==> src/rtl/vp_pkg.sv <==
// Shared definitions for the vp video-processing stages.
// Holds the RGB888 pixel type, default image geometry and colour constants.
package vp_pkg;

    localparam int unsigned IMG_W_DEF = 64;
    localparam int unsigned IMG_H_DEF = 64;

    typedef struct packed {
        logic [7:0] r;
        logic [7:0] g;
        logic [7:0] b;
    } rgb888_t;

    localparam rgb888_t COLOR_BLACK   = '{r: 8'h00, g: 8'h00, b: 8'h00};
    localparam rgb888_t COLOR_RED     = '{r: 8'hFF, g: 8'h00, b: 8'h00};
    localparam rgb888_t BOX_COLOR_DEF = COLOR_RED;

endpackage

==> src/rtl/vp_pos_counter.sv <==
// Pixel position tracker for the vp stages.
// Ports: clk, rst_n (async active-low), de / v_sync (input timing),
//        x / y (position of the pixel currently on de, saturating),
//        frame_end_c (combinational one-cycle pulse on the v_sync rising edge).
module vp_pos_counter
    import vp_pkg::*;
#(
    parameter  int unsigned IMG_W = IMG_W_DEF,
    parameter  int unsigned IMG_H = IMG_H_DEF,
    localparam int unsigned XW    = $clog2(IMG_W),
    localparam int unsigned YW    = $clog2(IMG_H)
) (
    input  logic          clk,
    input  logic          rst_n,
    input  logic          de,
    input  logic          v_sync,
    output logic [XW-1:0] x,
    output logic [YW-1:0] y,
    output logic          frame_end_c
);

    localparam logic [XW-1:0] X_LAST = XW'(IMG_W - 1);
    localparam logic [YW-1:0] Y_LAST = YW'(IMG_H - 1);

    logic de_q;
    logic vs_q;
    logic de_fall_c;

    assign de_fall_c   = de_q & ~de;
    assign frame_end_c = v_sync & ~vs_q;

    // Counters saturate so oversized frames pile up on the last column/row.
    always_ff @(posedge clk or negedge rst_n) begin
        if (!rst_n) begin
            de_q <= 1'b0;
            vs_q <= 1'b0;
            x    <= '0;
            y    <= '0;
        end else begin
            de_q <= de;
            vs_q <= v_sync;
            if (de) begin
                if (x != X_LAST) x <= x + XW'(1);
            end else if (de_fall_c) begin
                x <= '0;
            end
            if (frame_end_c) begin
                y <= '0;
            end else if (de_fall_c && (y != Y_LAST)) begin
                y <= y + YW'(1);
            end
        end
    end

endmodule

==> src/rtl/vp_bbox_overlay.sv <==
// Bounding-box overlay stage: tracks the box enclosing all foreground mask
// pixels of a frame and outlines it (1 pixel wide) over the following frame.
// Ports: clk, rst_n; de_in/h_sync_in/v_sync_in/pixel_in video in; mask_in
//        foreground flag; sw_en overlay enable; *_out video delayed 2 clocks;
//        bbox_valid/x_min/x_max/y_min/y_max box latched at the last frame end.
module vp_bbox_overlay
    import vp_pkg::*;
#(
    parameter  int unsigned IMG_W     = IMG_W_DEF,
    parameter  int unsigned IMG_H     = IMG_H_DEF,
    parameter  rgb888_t     BOX_COLOR = BOX_COLOR_DEF,
    localparam int unsigned XW        = $clog2(IMG_W),
    localparam int unsigned YW        = $clog2(IMG_H)
) (
    input  logic          clk,
    input  logic          rst_n,
    input  logic          de_in,
    input  logic          h_sync_in,
    input  logic          v_sync_in,
    input  rgb888_t       pixel_in,
    input  logic          mask_in,
    input  logic          sw_en,
    output logic          de_out,
    output logic          h_sync_out,
    output logic          v_sync_out,
    output rgb888_t       pixel_out,
    output logic          bbox_valid,
    output logic [XW-1:0] x_min,
    output logic [XW-1:0] x_max,
    output logic [YW-1:0] y_min,
    output logic [YW-1:0] y_max
);

    logic [XW-1:0] x;
    logic [YW-1:0] y;
    logic          frame_end_c;

    vp_pos_counter #(
        .IMG_W (IMG_W),
        .IMG_H (IMG_H)
    ) u_pos (
        .clk         (clk),
        .rst_n       (rst_n),
        .de          (de_in),
        .v_sync      (v_sync_in),
        .x           (x),
        .y           (y),
        .frame_end_c (frame_end_c)
    );

    logic [XW-1:0] acc_x_min;
    logic [XW-1:0] acc_x_max;
    logic [YW-1:0] acc_y_min;
    logic [YW-1:0] acc_y_max;
    logic          found;
    logic          armed;

    // Accumulate the running box; at frame end publish it (once armed) and restart.
    always_ff @(posedge clk or negedge rst_n) begin
        if (!rst_n) begin
            acc_x_min  <= '0;
            acc_x_max  <= '0;
            acc_y_min  <= '0;
            acc_y_max  <= '0;
            found      <= 1'b0;
            armed      <= 1'b0;
            bbox_valid <= 1'b0;
            x_min      <= '0;
            x_max      <= '0;
            y_min      <= '0;
            y_max      <= '0;
        end else if (frame_end_c) begin
            if (armed) begin
                bbox_valid <= found;
                // An empty frame keeps the old coordinates; bbox_valid flags them stale.
                if (found) begin
                    x_min <= acc_x_min;
                    x_max <= acc_x_max;
                    y_min <= acc_y_min;
                    y_max <= acc_y_max;
                end
            end
            acc_x_min <= '0;
            acc_x_max <= '0;
            acc_y_min <= '0;
            acc_y_max <= '0;
            found     <= 1'b0;
            armed     <= 1'b1;
        end else if (de_in && mask_in) begin
            if (!found) begin
                acc_x_min <= x;
                acc_x_max <= x;
                acc_y_min <= y;
                acc_y_max <= y;
                found     <= 1'b1;
            end else begin
                if (x < acc_x_min) acc_x_min <= x;
                if (x > acc_x_max) acc_x_max <= x;
                if (y < acc_y_min) acc_y_min <= y;
                if (y > acc_y_max) acc_y_max <= y;
            end
        end
    end

    logic          de_s1;
    logic          hs_s1;
    logic          vs_s1;
    rgb888_t       pix_s1;
    logic [XW-1:0] x_s1;
    logic [YW-1:0] y_s1;

    // Stage 1: register video and its position.
    always_ff @(posedge clk or negedge rst_n) begin
        if (!rst_n) begin
            de_s1  <= 1'b0;
            hs_s1  <= 1'b0;
            vs_s1  <= 1'b0;
            pix_s1 <= COLOR_BLACK;
            x_s1   <= '0;
            y_s1   <= '0;
        end else begin
            de_s1  <= de_in;
            hs_s1  <= h_sync_in;
            vs_s1  <= v_sync_in;
            pix_s1 <= pixel_in;
            x_s1   <= x;
            y_s1   <= y;
        end
    end

    logic    on_col_c;
    logic    on_row_c;
    logic    border_c;
    rgb888_t pix_next_c;

    // Overlay mux: outline pixels take the box colour, blanking is forced black.
    always_comb begin
        on_col_c   = ((x_s1 == x_min) || (x_s1 == x_max)) && (y_s1 >= y_min) && (y_s1 <= y_max);
        on_row_c   = ((y_s1 == y_min) || (y_s1 == y_max)) && (x_s1 >= x_min) && (x_s1 <= x_max);
        border_c   = sw_en & bbox_valid & de_s1 & (on_col_c | on_row_c);
        pix_next_c = COLOR_BLACK;
        if (border_c) begin
            pix_next_c = BOX_COLOR;
        end else if (de_s1) begin
            pix_next_c = pix_s1;
        end
    end

    // Stage 2: registered outputs.
    always_ff @(posedge clk or negedge rst_n) begin
        if (!rst_n) begin
            de_out     <= 1'b0;
            h_sync_out <= 1'b0;
            v_sync_out <= 1'b0;
            pixel_out  <= COLOR_BLACK;
        end else begin
            de_out     <= de_s1;
            h_sync_out <= hs_s1;
            v_sync_out <= vs_s1;
            pixel_out  <= pix_next_c;
        end
    end

endmodule

==> config.mk <==
export PLATFORM = sky130hd
export DESIGN_NAME = vp_bbox_overlay
export DESIGN_NICKNAME = d
export VERILOG_FILES = /design/src/rtl/vp_pkg.sv /design/src/rtl/vp_pos_counter.sv /design/src/rtl/vp_bbox_overlay.sv
export SDC_FILE = /design/constraint.sdc
export NUM_CORES = 1
export LEC_CHECK = 0
export BUFFER_PORTS_ARGS = -buffer_cell sky130_fd_sc_hd__clkbuf_2
export CAP_MARGIN = 20
export CORE_MARGIN = 5
export CORE_UTILIZATION = 35
export CTS_CLUSTER_DIAMETER = 120
export DETAILED_ROUTE_END_ITERATION = 12
export GPL_TIMING_DRIVEN = 0
export SETUP_SLACK_MARGIN = 0.3
export SYNTH_ARGS = -nofsm -noshare
export SYNTH_HDL_FRONTEND = slang
export SYNTH_HIERARCHICAL = 1
export SYNTH_SLANG_ARGS = --single-unit
export TNS_END_PERCENT = 100
==> constraint.sdc <==
create_clock -name clk -period 2.6 [get_ports clk]
set_input_delay 0.39 -clock clk [delete_from_list [all_inputs] [get_ports clk]]
set_output_delay 0.39 -clock clk [all_outputs]
set_load 0.005 [all_outputs]
* Word level (Yosys, flattened, before mapping)
Index checks and enable logic that the tools add are counted. W data, S select, Z words.
Operators by class: $add $sub $neg 2, magnitude comparators 8, equality and inequality tests 11, muxes and demuxes 25, bitwise gates (word level) 8, reduce and logical (&&, ||, !) cells 18
Operators with widths (number):
- $mux W6 | 21
- $mux W24 | 2
- $eq A6 B6 Y1 | 4
- $add A6 B1 Y6 const B | 2
- $ge A6 B6 Y1 | 2
- $gt A6 B6 Y1 | 2
- $le A6 B6 Y1 | 2
- $lt A6 B6 Y1 | 2
- $ne A3 B2 Y1 const B | 4
- $ne A6 B6 Y1 const B | 2
- $reduce_and A2 Y1 | 6
- $logic_and A1 B1 Y1 | 6
- $reduce_bool A2 Y1 | 3
- $and A1 B1 Y1 | 5
- $reduce_and A3 Y1 | 1
- $logic_or A1 B1 Y1 | 2
- $mux W1 | 2
- $ne A2 B1 Y1 const B | 1
- $not A1 Y1 | 2
- $or A1 B1 Y1 | 1
Word-level totals: bits in registers 129, word-level logic and storage cells 99

* Longest topological paths before layout
depth in word-level cells 7, mapped depth 9, depth with buffers taken out 8

* Hierarchy
The synthesis kept the hierarchy.
Modules (own cells, without submodules):
- vp_bbox_overlay | times used 1, cells each 421, area an instance 4984.8 sq um, seq. area each 2927.8 sq um
- vp_pos_counter | times used 1, cells each 78, area an instance 763.2 sq um, seq. area each 350.3 sq um

* Worst setup path after synthesis
Ideal clock, no wire load.
kind register to register, start register x_max[4], end register pixel_out[10] (netlist name), data arrival time 2.031 ns, slack 0.453 ns, cell stages (with the launch flop) 10, buffers on the path 1, cell sequence dfrtp_1 -> inv_1 -> ha_1 -> a21oi_2 -> a21boi_1 -> o32a_1 -> o41a_1 -> o21a_2 -> buf_6 -> and2_4
RTL lines:
- start: declaration | line vp_bbox_overlay.sv:29 | output logic [XW-1:0] x_max,
- start signal: assignment | line vp_bbox_overlay.sv:78 | x_max <= acc_x_max;
- end signal: assignment | line vp_bbox_overlay.sv:160 | pixel_out <= pix_next_c;
- end: declaration | line vp_bbox_overlay.sv:26 | output rgb888_t pixel_out,

==> reports/qor.yml <==
arrival_ns: 2.52
rsz0062_at_grt: "false"
syn_to_final_growth_pct: 25.6
finClkSkew_ns: 0.00603
die_w_um: 138
numCtsBuffers: 17
reg2reg_from: "y_max[4]$_DFFE_PN0P_"
synthCells: 499
wl_um: 12300
place_congestion: 0.786
drt-pass1-iter-count: 4
dieArea_sq_um: 19100
critPathLaunchType: "flop"
r2r-end: "pixel_out[13]$_DFF_PN0_"
status: "complete, no violations"
synth_seq_area_share: 0.570
start_util: 0.359
core-area_sq_um: 16000
grt_max_degree: 72
grt-ovfl-total: 0
whs_ns: 0.0794
fin_crit_sh: 0.850
rows: 46
dp.cells: 798
path_class: "flop to flop"
timing.setup.tns_ns: 0
cts_tree: "built"
max_freq_ghz: 0.453
max_cap_violations: 0
yosysUniqueCellTypes: 49
reg2regPathDepth: 9
slew_viol_final: 0
clk_pin_slew_ns: 0.06
hold_viol: 0
synth_area_sq_um: 5750
irDropWorstVdd_mv: 0.489
end_kind: "flop"
final_cell_count_no_fill: 837
cts-root-buf: "clkbuf_16"
ys_ff_latch: 131
drive_gt1_frac: 0.251
wl_per_cell_um: 14.7
finalCriticalPeriod_ns: 2.21
hpwlAfterDp_um: 8990
p_leak_nw: 3.58
ys.flop_type: "dfrtp_1"
syn_area_per_cell_sq_um: 11.5
ant_nets: 0
syn_nets: 578
io_pins: 83
required_ns: 2.91
clk_path_buf_depth: 2
reg2reg_slack_ns: 0.39
nFillCells: 1496
synth_warnings: 6
yosysTopAreaCell: "dfrtp_1"
worstMarginPinSlew_ns: 0.660
power_density_nw_per_um2: 783
crit_fanout: 10
drc: 0
grt_pass1_wl_um: 21000
worstSetupEndpoint: "pixel_out[13]$_DFF_PN0_"
synth-edff-count: 0
worstHoldPathType: "input pin to flop"
vias: 3995
numPortBuffers: 82
async_flop_share: 1.00
synth_top_area_frac: 0.570
yosysMostFrequentCell: "dfrtp_1"
crit_start: "y_max[4]$_DFFE_PN0P_"
final_nets: 687
fin_util: 0.451
drt_iter0_drc: 226
viasPerCell: 4.77
antenna_found_initial: 0
die_h_um: 138
synthTopCellsByCount: "131 x dfrtp_1, 53 x inv_1, 48 x ha_1"
grt_usage: 0.136
setup_violations: 0
n_antenna_cell: 0
grt_pass1_vias: 4295
synthTopCellsByArea: "dfrtp_1 57%, ha_1 10%, mux2i_1 4.2%"
insertion_delay_ns: 0.41
cts.sinks: 131
relSlewSlack: 0.560
cts.htree.levels: 4
per-layer routing:
layer | GRT usage | vias up | part of all wire
li1 | - | 1942 | -
met1 | 0.166 | 1942 | 0.44
met2 | 0.223 | 90 | 0.49
met3 | 0.0403 | 21 | 0.046
met4 | 0.0582 | 0 | 0.019
met5 | 0 | - | 0
stage by stage:
stage | power, mW | area (sq um) | setup WS (ns)
after global routing | 5.95 | 7220 | 0.299
after CTS | 5.67 | 7130 | 0.322
final | 5.65 | 7220 | 0.390
after global placement | 3.11 | 6430 | -0.906
after detailed placement | 3.14 | 6460 | 0.115
after floorplan | 2.82 | 5750 | 0.453
worst max-delay path, stage by stage, from the launching register on:
cell,delay [ns]
dfrtp_1,0.37
inv_1,0.06
ha_1,0.32
and4_4,0.25
and3_4,0.19
nor2_1,0.05
o41a_1,0.42
o21a_4,0.15
buf_6,0.14
and2_4,0.15
cell families (layout without fill, tap and decap cells):
logic type               after synthesis  in the layout  synth area share
AO/OA/AOI/OAI                         91             91             0.107
adder cells (fa/ha/maj)               48             48             0.104
multiplexers                          29             29            0.0516
AND/OR/NAND/NOR                      134            134             0.121
buffers and inverters                 66            188            0.0448
flip-flops                           131            131             0.570
cell type report:
class	count	area [sq um]	share of cell area
multi-input combinational	302	2280	0.316
clock buffer	20	447	0.0619
clock inverter	12	180	0.0250
inverter	53	199	0.0276
timing repair buffer	90	502	0.0695
buffer	13	60.1	0.00832
sequential	131	3280	0.454
tap	216	270	0.0374
repair_timing:
| action | CTS | global route |
|---|---|---|
| hold buffers | 1 | 0 |
| endpoints found under the hold margin | 60 | 0 |
| gates resized for setup | 2 | 13 |
| gates cloned | 0 | 0 |
| pin swaps | 0 | 3 |
| endpoints found under the setup margin | 31 | 50 |
| buffers inserted | 2 | 4 |
layout by cell type (no fill, tap or decap), types with 4 or more instances in the layout:
master,count
dfrtp_1,129
clkbuf_2,82
inv_1,52
ha_1,47
nand2_1,37
nor2_1,29
o21ai_0,24
mux2i_1,24
a21oi_1,18
clkbuf_16,17
a21o_1,13
clkbuf_1,11
nand3_1,10
and2_4,10
nor2b_1,8
and2_1,7
nor3_1,7
nand4_1,6
buf_4,6
mux2_2,5
a31oi_1,5
o22ai_1,4
nand2b_1,4
bufinv_16,4
report_power, final:
part | total (mW) | internal [mW] | switching [mW] | leakage (nW)
logic | 0.842 | 0.393 | 0.449 | 1.58
clock network | 2.49 | 1.63 | 0.863 | 0.301
registers | 2.32 | 2.19 | 0.126 | 1.70
registers in the layout, indices dropped and copies added (netlist names), 6 cells and up:
register / cells
u_pos/y: 6
pixel_out: 24
y_min: 6
x_max: 6
u_pos/x: 6
pix_s1: 24
acc_x_min: 6
acc_y_min: 6
x_min: 6
acc_y_max: 6
y_s1: 6
acc_x_max: 6
x_s1: 6
y_max: 6
worst min-delay path by stage:
stage / from / to / slack [ns] / cells after the start
2_1_floorplan: rst_n / acc_x_max[0]$_DFFE_PN0P_ / 0.09 / 0
3_3_place_gp: vs_s1$_DFF_PN0_ / v_sync_out$_DFF_PN0_ / 0.34 / 0
3_5_place_dp: vs_s1$_DFF_PN0_ / v_sync_out$_DFF_PN0_ / 0.34 / 0
4_1_cts: pixel_in[6] / pix_s1[6]$_DFF_PN0_ / 0.06 / 1
5_1_grt: pixel_in[9] / pix_s1[9]$_DFF_PN0_ / 0.06 / 1
6_report: pixel_in[6] / pix_s1[6]$_DFF_PN0_ / 0.08 / 1
No activity file was read; power rests on OpenSTA's default activity.
